## src/rtl/imm_enc_if.sv

```systemverilog
// Request/result bundle for the immediate encoder.
// master = producer/consumer side, slave = encoder side.
interface imm_enc_if;
  logic        in_valid;
  logic        in_ready;
  logic [31:0] imm;
  logic [5:0]  EXTOp;
  logic        out_valid;
  logic        out_ready;
  logic [4:0]  iimm_shamt;
  logic [11:0] iimm;
  logic [11:0] simm;
  logic [11:0] bimm;
  logic [19:0] uimm;
  logic [19:0] jimm;
  logic [31:0] inst_imm;
  logic        fault;

  modport master (
    output in_valid, imm, EXTOp, out_ready,
    input  in_ready, out_valid, iimm_shamt, iimm, simm, bimm, uimm, jimm,
           inst_imm, fault
  );

  modport slave (
    input  in_valid, imm, EXTOp, out_ready,
    output in_ready, out_valid, iimm_shamt, iimm, simm, bimm, uimm, jimm,
           inst_imm, fault
  );
endinterface

```

## src/rtl/imm_enc.sv

```systemverilog
// Immediate encoder: packs a 32-bit immediate into the selected RISC-V format
// behind a one-deep valid/ready register, flagging and counting unrepresentable values.
module imm_enc #(
  parameter int unsigned FCNT_W = 8
) (
  input  logic              clk,
  input  logic              rst,
  imm_enc_if.slave          bus,
  output logic [FCNT_W-1:0] fault_cnt
);

  typedef enum logic [5:0] {
    OP_ISHAMT = 6'd0,
    OP_I      = 6'd1,
    OP_S      = 6'd2,
    OP_B      = 6'd3,
    OP_U      = 6'd4,
    OP_J      = 6'd5
  } ext_op_e;

  typedef struct packed {
    logic [4:0]  shamt;
    logic [11:0] iimm;
    logic [11:0] simm;
    logic [11:0] bimm;
    logic [19:0] uimm;
    logic [19:0] jimm;
    logic [31:0] inst;
    logic        fault;
  } res_t;

  res_t              enc;
  res_t              res_d, res_q;
  logic              out_valid_d, out_valid_q;
  logic [FCNT_W-1:0] fault_cnt_d, fault_cnt_q;
  logic              accept, consume;
  logic [31:0]       imm;

  // Fields are truncated regardless of fault; the flag alone reports range loss.
  always_comb begin
    enc = '0;
    imm = bus.imm;
    case (bus.EXTOp)
      OP_ISHAMT: begin
        enc.shamt = imm[4:0];
        enc.inst  = {7'b0, imm[4:0], 20'b0};
        enc.fault = |imm[31:5];
      end
      OP_I: begin
        enc.iimm  = imm[11:0];
        enc.inst  = {imm[11:0], 20'b0};
        enc.fault = imm[31:12] != {20{imm[11]}};
      end
      OP_S: begin
        enc.simm  = imm[11:0];
        enc.inst  = {imm[11:5], 13'b0, imm[4:0], 7'b0};
        enc.fault = imm[31:12] != {20{imm[11]}};
      end
      OP_B: begin
        enc.bimm  = imm[12:1];
        enc.inst  = {imm[12], imm[10:5], 13'b0, imm[4:1], imm[11], 7'b0};
        enc.fault = imm[0] || (imm[31:13] != {19{imm[12]}});
      end
      OP_U: begin
        enc.uimm  = imm[31:12];
        enc.inst  = {imm[31:12], 12'b0};
        enc.fault = |imm[11:0];
      end
      OP_J: begin
        enc.jimm  = imm[20:1];
        enc.inst  = {imm[20], imm[10:1], imm[11], imm[19:12], 12'b0};
        enc.fault = imm[0] || (imm[31:21] != {11{imm[20]}});
      end
      default: enc.fault = 1'b1;
    endcase
  end

  assign bus.in_ready = !out_valid_q || bus.out_ready;
  assign accept       = bus.in_valid && bus.in_ready;
  assign consume      = out_valid_q && bus.out_ready;

  always_comb begin
    out_valid_d = out_valid_q;
    res_d       = res_q;
    fault_cnt_d = fault_cnt_q;
    if (accept) begin
      out_valid_d = 1'b1;
      res_d       = enc;
    end else if (consume) begin
      out_valid_d = 1'b0;
    end
    if (consume && res_q.fault && (fault_cnt_q != '1))
      fault_cnt_d = fault_cnt_q + FCNT_W'(1);
  end

  always_ff @(posedge clk or posedge rst) begin
    if (rst) begin
      out_valid_q <= 1'b0;
      res_q       <= '0;
      fault_cnt_q <= '0;
    end else begin
      out_valid_q <= out_valid_d;
      res_q       <= res_d;
      fault_cnt_q <= fault_cnt_d;
    end
  end

  assign bus.out_valid  = out_valid_q;
  assign bus.iimm_shamt = res_q.shamt;
  assign bus.iimm       = res_q.iimm;
  assign bus.simm       = res_q.simm;
  assign bus.bimm       = res_q.bimm;
  assign bus.uimm       = res_q.uimm;
  assign bus.jimm       = res_q.jimm;
  assign bus.inst_imm   = res_q.inst;
  assign bus.fault      = res_q.fault;
  assign fault_cnt      = fault_cnt_q;

endmodule
```

## src/flat_wrapper.sv

```systemverilog
// flat-port wrapper written by rule: the top's interface ports become plain ports
module imm_enc_flat 
#(
  parameter int unsigned FCNT_W = 8
)
  (clk, rst, fault_cnt, bus_in_valid, bus_imm, bus_EXTOp, bus_out_ready, bus_in_ready, bus_out_valid, bus_iimm_shamt, bus_iimm, bus_simm, bus_bimm, bus_uimm, bus_jimm, bus_inst_imm, bus_fault);
  imm_enc_if bus_i ();
  input  logic clk;
  input  logic rst;
  output logic [FCNT_W-1:0] fault_cnt;
  input wire logic [$bits(bus_i.in_valid)-1:0] bus_in_valid;
  input wire logic [$bits(bus_i.imm)-1:0] bus_imm;
  input wire logic [$bits(bus_i.EXTOp)-1:0] bus_EXTOp;
  input wire logic [$bits(bus_i.out_ready)-1:0] bus_out_ready;
  output wire logic [$bits(bus_i.in_ready)-1:0] bus_in_ready;
  output wire logic [$bits(bus_i.out_valid)-1:0] bus_out_valid;
  output wire logic [$bits(bus_i.iimm_shamt)-1:0] bus_iimm_shamt;
  output wire logic [$bits(bus_i.iimm)-1:0] bus_iimm;
  output wire logic [$bits(bus_i.simm)-1:0] bus_simm;
  output wire logic [$bits(bus_i.bimm)-1:0] bus_bimm;
  output wire logic [$bits(bus_i.uimm)-1:0] bus_uimm;
  output wire logic [$bits(bus_i.jimm)-1:0] bus_jimm;
  output wire logic [$bits(bus_i.inst_imm)-1:0] bus_inst_imm;
  output wire logic [$bits(bus_i.fault)-1:0] bus_fault;
  assign bus_i.in_valid = bus_in_valid;
  assign bus_i.imm = bus_imm;
  assign bus_i.EXTOp = bus_EXTOp;
  assign bus_i.out_ready = bus_out_ready;
  assign bus_in_ready = bus_i.in_ready;
  assign bus_out_valid = bus_i.out_valid;
  assign bus_iimm_shamt = bus_i.iimm_shamt;
  assign bus_iimm = bus_i.iimm;
  assign bus_simm = bus_i.simm;
  assign bus_bimm = bus_i.bimm;
  assign bus_uimm = bus_i.uimm;
  assign bus_jimm = bus_i.jimm;
  assign bus_inst_imm = bus_i.inst_imm;
  assign bus_fault = bus_i.fault;
  imm_enc #(.FCNT_W(FCNT_W)) u_core (.clk(clk), .rst(rst), .bus(bus_i), .fault_cnt(fault_cnt));
endmodule
```

## config.mk

```make
export PLATFORM = sky130hd
export DESIGN_NAME = imm_enc_flat
export DESIGN_NICKNAME = d
export VERILOG_FILES = /design/src/rtl/imm_enc_if.sv /design/src/rtl/imm_enc.sv /design/src/flat_wrapper.sv
export SDC_FILE = /design/constraint.sdc
export NUM_CORES = 1
export LEC_CHECK = 0
export ABC_AREA = 1
export BUFFER_PORTS_ARGS = -buffer_cell sky130_fd_sc_hd__buf_4
export CAP_MARGIN = 5
export CORE_ASPECT_RATIO = 0.7
export CORE_MARGIN = 1
export CORE_UTILIZATION = 55
export CTS_CLUSTER_DIAMETER = 30
export DETAILED_ROUTE_END_ITERATION = 7
export HOLD_SLACK_MARGIN = 0.02
export PLACE_DENSITY = 0.89
export SLEW_MARGIN = 20
export SYNTH_ARGS = -nofsm -noshare
export SYNTH_HDL_FRONTEND = slang
export SYNTH_SLANG_ARGS = --single-unit
```

## constraint.sdc

```tcl
create_clock -name clk -period 8.65 [get_ports clk]
set_input_delay 0.4325 -clock clk [delete_from_list [all_inputs] [get_ports clk]]
set_output_delay 0.4325 -clock clk [all_outputs]
set_load 0.005 [all_outputs]
```

# == Word-level counts from Yosys, hierarchy flattened ==
# Index checks and enable logic that the tools add are counted.
# word_totals
register_bits,123
input_bits,42
output_inout_bits,124
# classes
n_addsub,1
eq_ne,9
n_mux,10
reduce_logical,13
# op_table
cell,count
$pmux W32 S6,1
$mux W20,2
$mux W12,3
$reduce_or A27 Y1,1
$ne A20 B20 Y1,1
$ne A19 B19 Y1,1
$eq A6 B2 Y1 const B,2
$eq A6 B3 Y1 const B,2
$reduce_or A12 Y1,1
$ne A11 B11 Y1,1
$add A8 B1 Y8 const B,1
$ne A8 B8 Y1 const B,1
$eq A6 B1 Y1 const B,1
$logic_not A6 Y1,1
$mux W5,1
$pmux W1 S5,1
$logic_and A1 B1 Y1,4
$logic_or A1 B1 Y1,3
$mux W1,2
$reduce_bool A2 Y1,1
$reduce_or A2 Y1,1
$logic_not A1 Y1,1

# == Logic depth before layout (Yosys ltp) ==
# logic_depth
word_depth,4
depth_mapped,12
mapped_depth_nobuf,11

# == Worst setup path before layout ==
# No wires, ideal clock.
# synth_timing
path_kind,in2reg
from,input port bus_imm[11]
to,"register u_core.res_q, in the netlist u_core.bus.fault"
arrival_ns,1.308
required_ns,8.530
slack_ns,7.222
stages,12
n_path_buf,1
cell_sequence,buf_2 -> inv_1 -> ha_1 -> nand2_1 -> nor2_1 -> nand2_1 -> nor2_1 -> nor2_1 -> nor2_1 -> nand2_1 -> inv_1 -> a21oi_1
# synth_via
elab_chain_len,2
word_cells_on_any_way,4
# synth_lines
element,line_no,source
start: declaration,flat_wrapper.sv:12,input wire logic [$bits(bus_i.imm)-1:0] bus_imm;
"$ne A20 B20 Y1, or another cell as far along","imm_enc.sv:52, imm_enc.sv:57",
$pmux W1 S5 *,imm_enc.sv:43,case (bus.EXTOp)
end signal: assignment,imm_enc.sv:103,res_q <= res_d;
end: declaration,imm_enc.sv:33,"res_t res_d, res_q;"
# Mark *: on every way between the ends. The rest lies on a longest branch, timed or not.
# A chain may end at the register's enable or synchronous reset.

# == Worst setup path in the final report ==
# layout_timing
from,"register u_core.out_valid_q, in the netlist u_core.bus.out_valid"
to,"register u_core.res_q, in the netlist u_core.bus.fault"
# layout_via
elab_chain_len,3
# layout_lines
element,line_no,source
start: declaration,imm_enc.sv:34,"logic out_valid_d, out_valid_q;"
start signal: assignment,imm_enc.sv:102,out_valid_q <= out_valid_d;
$logic_not A1 Y1,imm_enc.sv:78,assign bus.in_ready = !out_valid_q || bus.out_ready;
$logic_or A1 B1 Y1,imm_enc.sv:78,
$logic_and A1 B1 Y1,imm_enc.sv:79,assign accept = bus.in_valid && bus.in_ready;
# Every way passes these cells.

==> impl_results.md <==
- Portion of total power attributed to combinational logic: 10.1%
- Leak: 3.753 nW
- Cell row count: 29
- # clock sinks: 116
- Worst-Skew Late Latency: 0.42 ns
- Total overflow reported by the global router: 0
- Number of synthesized register bits: 116
- Status: finished, final reports clean
- Max VDD drop: 139.2 uV
- Initial core utilization: 57.50%
- Number of global-route vias before repair: 4947
- First drt pass iteration count: 6
- Cell types occupying the most area after synthesis: dfrtp_1 55%, nand2_1 16%, o21ai_0 8.2%, nor2_1 3.3%, inv_1 3.1%
- Final hold vios: 0
- Max_cap viols: 0
- Least-Margin Pin Slew: 0.9428 ns
- Die Span X: 119.1 um
- Area growth from synthesis to layout: 35.74%
- Clock buffers created by TritonCTS: 17
- Largest fanout on the critical path: 105
- Dominant cell type by area after synthesis: dfrtp_1
- Yosys cell types: 36
- Part of the power in the clock network: 51.5%
- Wirelength per Cell: 17.29 um
- Number of endpoints failing setup at the final stage: 0
- Arrival @ worst endpoint: 2.75 ns
- Per-cell via count in the routed design: 5.658
- Met3 wire length: 1829 um
- Req. time, crit path: 8.99 ns
- # port buffers: 158
- Number of slew-limit violations in the final report: 0
- Fmax: 414.1 MHz
- Routability-driven placement congestion ratio: 0.9460
- Setup_tns: 0 ns
- Setup fix buffers added after clock tree synthesis: 0
- Wire length on met1: 6535 um
- Ports: 166
- Worst min path class: primary input to asynchronous set/reset pin
- Worst clock skew: 0.003258 ns
- Sequential fraction of the synthesis area: 54.99%
- WL final: 15980 um
- DRC Markers: 0
- WS Path Type: flop to flop
- Startpoint types: flop
- Power Internal: 0.001141 W
- Number of hold-repair buffers added at the cts stage: 0
- Global-route wire length before repair: 25090 um
- Power per standard cell area: 210.6 mW/mm^2
- Gate count after technology mapping: 631
- Remaining max-slew budget at the tightest pin: 37.15%
- RSZ-0062 raised after global routing: false
- Filler Cells Inserted: 607
- Detail Route met2 WL: 7214 um
- Count of nets left with antenna violations after detail routing: 0
- Clock tree from TritonCTS: yes
- Overall routing resource usage: 33.08%
- Pin count of the biggest net entering global routing: 106
- Net switching power figure: 0.0003685 W
- DP HPWL: 11060 um
- DIE AREA: 0.01000 sq mm
- Fin crit share: 27.92%
- Number of H-tree branching levels: 4
- Antenna violations before repair: 0
- Layout cell share with drive strength beyond 1: 27.00%
- Clock slew at reported path FFs: 0.06 ns
- Area of the core: 0.009180 sq mm
- Sw Ratio: 24.42%
- Area share of the largest cell type after synthesis: 54.99%
- PnR worst setup slack: 6.235 ns
- Number of vias in the routed layout: 5228
- # resized after CTS: 0
- Worst hold-check slack: 0.1155 ns
- Maximum clock path buffer count: 2
- Clock root buffer master: clkbuf_16
- Chip height: 83.97 um
- Ant diodes: 0
- Highest routed metal layer: met4
- Ys Warns: 0
- Shortest clock period the worst path allows after layout: 2.415 ns
- Mean post-synth cell area: 8.366 sq um
- Initial drt markers: 625
- Endpoint type of the worst setup path: flop
- Fraction of power consumed by sequential logic: 38.3%
- Post-synthesis instance area: 0.005279 sq mm
- Setup WS pre-CTS: 6.152 ns
- Net count reported at finish: 831
==> synthesized netlist by cell type <==
cell / instances
a31oi_1: 1
nor3b_1: 1
buf_2: 16
clkinv_1: 1
nor3_1: 1
a21o_1: 2
ha_1: 2
clkbuf_1: 4
nand2_2: 6
nor3_2: 1
o211ai_1: 1
nor2_2: 1
nor2_8: 1
a21oi_2: 1
nand4_1: 2
inv_2: 4
inv_1: 43
o21ai_0: 86
nor2_1: 47
nor2_4: 4
xnor2_1: 2
dfrtp_1: 116
nor4_4: 1
nand2_1: 219
nor4_1: 1
a21oi_1: 8
nand3b_1: 1
o31ai_1: 12
nand3_2: 3
o2111ai_1: 1
conb_1: 1
xor2_1: 3
buf_4: 9
nand3_1: 22
o21ai_1: 6
inv_4: 1
==> state kept, by name, summed over array words and instances (netlist names) <==
name,count
u_core.bus.iimm_shamt,5
u_core.bus.iimm,12
u_core.bus.simm,12
u_core.bus.jimm,20
u_core.bus.inst_imm,25
u_core.bus.bimm,12
u_core.bus.fault,1
u_core.bus.out_valid,1
u_core.fault_cnt,8
u_core.bus.uimm,20
==> cells in the final DEF, fill, tap and decap left out, types with 2 or more instances in the layout <==
| cell | count |
|---|---|
| o31ai_1 | 12 |
| nor2_4 | 4 |
| bufinv_16 | 4 |
| nand3_1 | 22 |
| clkinv_4 | 2 |
| buf_4 | 160 |
| nand2_1 | 219 |
| conb_1 | 7 |
| nor2_1 | 47 |
| o21ai_1 | 6 |
| inv_4 | 2 |
| inv_1 | 42 |
| nand2_2 | 5 |
| xnor2_1 | 2 |
| a21oi_1 | 8 |
| a21o_1 | 2 |
| dfrtp_1 | 116 |
| inv_2 | 4 |
| clkbuf_8 | 5 |
| xor2_1 | 3 |
| ha_1 | 2 |
| nand4_1 | 2 |
| clkinvlp_4 | 3 |
| nand3_2 | 3 |
| clkbuf_16 | 17 |
| o21ai_0 | 86 |
==> final cells by class <==
class	instances	area [sq um]	share of cell area, %
well taps	124	155.1	2.165
inverters	49	188.9	2.637
multi-input cells	443	2054	28.67
repair buffers	160	1201	16.76
clock buffers	22	494.2	6.897
flip-flops and latches	116	2903	40.51
clock inverters	10	168.9	2.357
==> stage by stage <==
step	util, %	total power (W)	cells	instance area [sq um]
6_report	78.06	0.001509	924	7166
5_1_grt	78.06	0.001553	924	7166
4_1_cts	78.06	0.001509	924	7166
3_5_place_dp	70.83	0.0007394	892	6502
3_3_place_gp	70.83	0.0007328	892	6502
2_1_floorplan	-	0.0006697	637	5301
==> power by group through the flow <==
stage / logic, W / clock network, W / registers, W
floorplan: 0.0000832 / 0 / 0.000586
global placement: 0.000145 / 0 / 0.000587
detailed placement: 0.000152 / 0 / 0.000587
CTS: 0.000152 / 0.000778 / 0.000579
global route: 0.000168 / 0.000804 / 0.000581
finish: 0.000153 / 0.000777 / 0.000579
==> path summary, 6_finish.rpt <==
| kind | from | end | slack [ns] | cells after the start |
|---|---|---|---|---|
| max in group asynchronous | rst | u_core.bus.jimm[14]$_DFFE_PP0P_ | 7.29 | 3 |
| min in group clk | bus_imm[0] | u_core.bus.simm[0]$_DFFE_PP0P_ | 0.31 | 3 |
| worst min register to register | u_core.bus.inst_imm[22]$_DFFE_PP0P_ | u_core.bus.inst_imm[22]$_DFFE_PP0P_ | 0.48 | 1 |
| worst max register to register | u_core.bus.out_valid$_DFFE_PP0P_ | u_core.bus.fault$_DFFE_PP0P_ | 6.24 | 9 |
| worst max-delay path | u_core.bus.out_valid$_DFFE_PP0P_ | u_core.bus.fault$_DFFE_PP0P_ | 6.24 | 9 |
| worst min-delay path | rst | u_core.fault_cnt[2]$_DFFE_PP0P_ | 0.12 | 2 |
==> worst max-delay path, stage by stage (launching register included) <==
cell and delay [ns]:
dfrtp_1 0.36, nand2_1 0.12, nand2_4 0.35, buf_4 0.80, a21oi_2 0.19, nand2_1 0.15
nor2_1 0.05, nand2_1 0.05, inv_1 0.04, a21oi_1 0.14
==> metal layers <==
| metal | vias to the layer above | GRT usage [%] |
|---|---|---|
| met5 | - | 0 |
| met4 | 0 | 14.38 |
| met3 | 56 | 9.495 |
| met2 | 364 | 49.84 |
| met1 | 2476 | 44.72 |
| li1 | 2332 | - |
==> cells by family (layout without fill, tap and decap cells) <==
group | count (synthesis) | count (layout) | share of synthesized area, %
other cells | 1 | 7 | 0.07104
fa+ha+maj | 2 | 2 | 0.4740
flops | 116 | 116 | 54.99
compound gates | 118 | 118 | 12.06
simple gates | 311 | 311 | 24.96
xor+xnor | 5 | 5 | 0.8297
buf+inv | 78 | 241 | 6.613
Note: power is estimated with default switching activity, not from simulation.
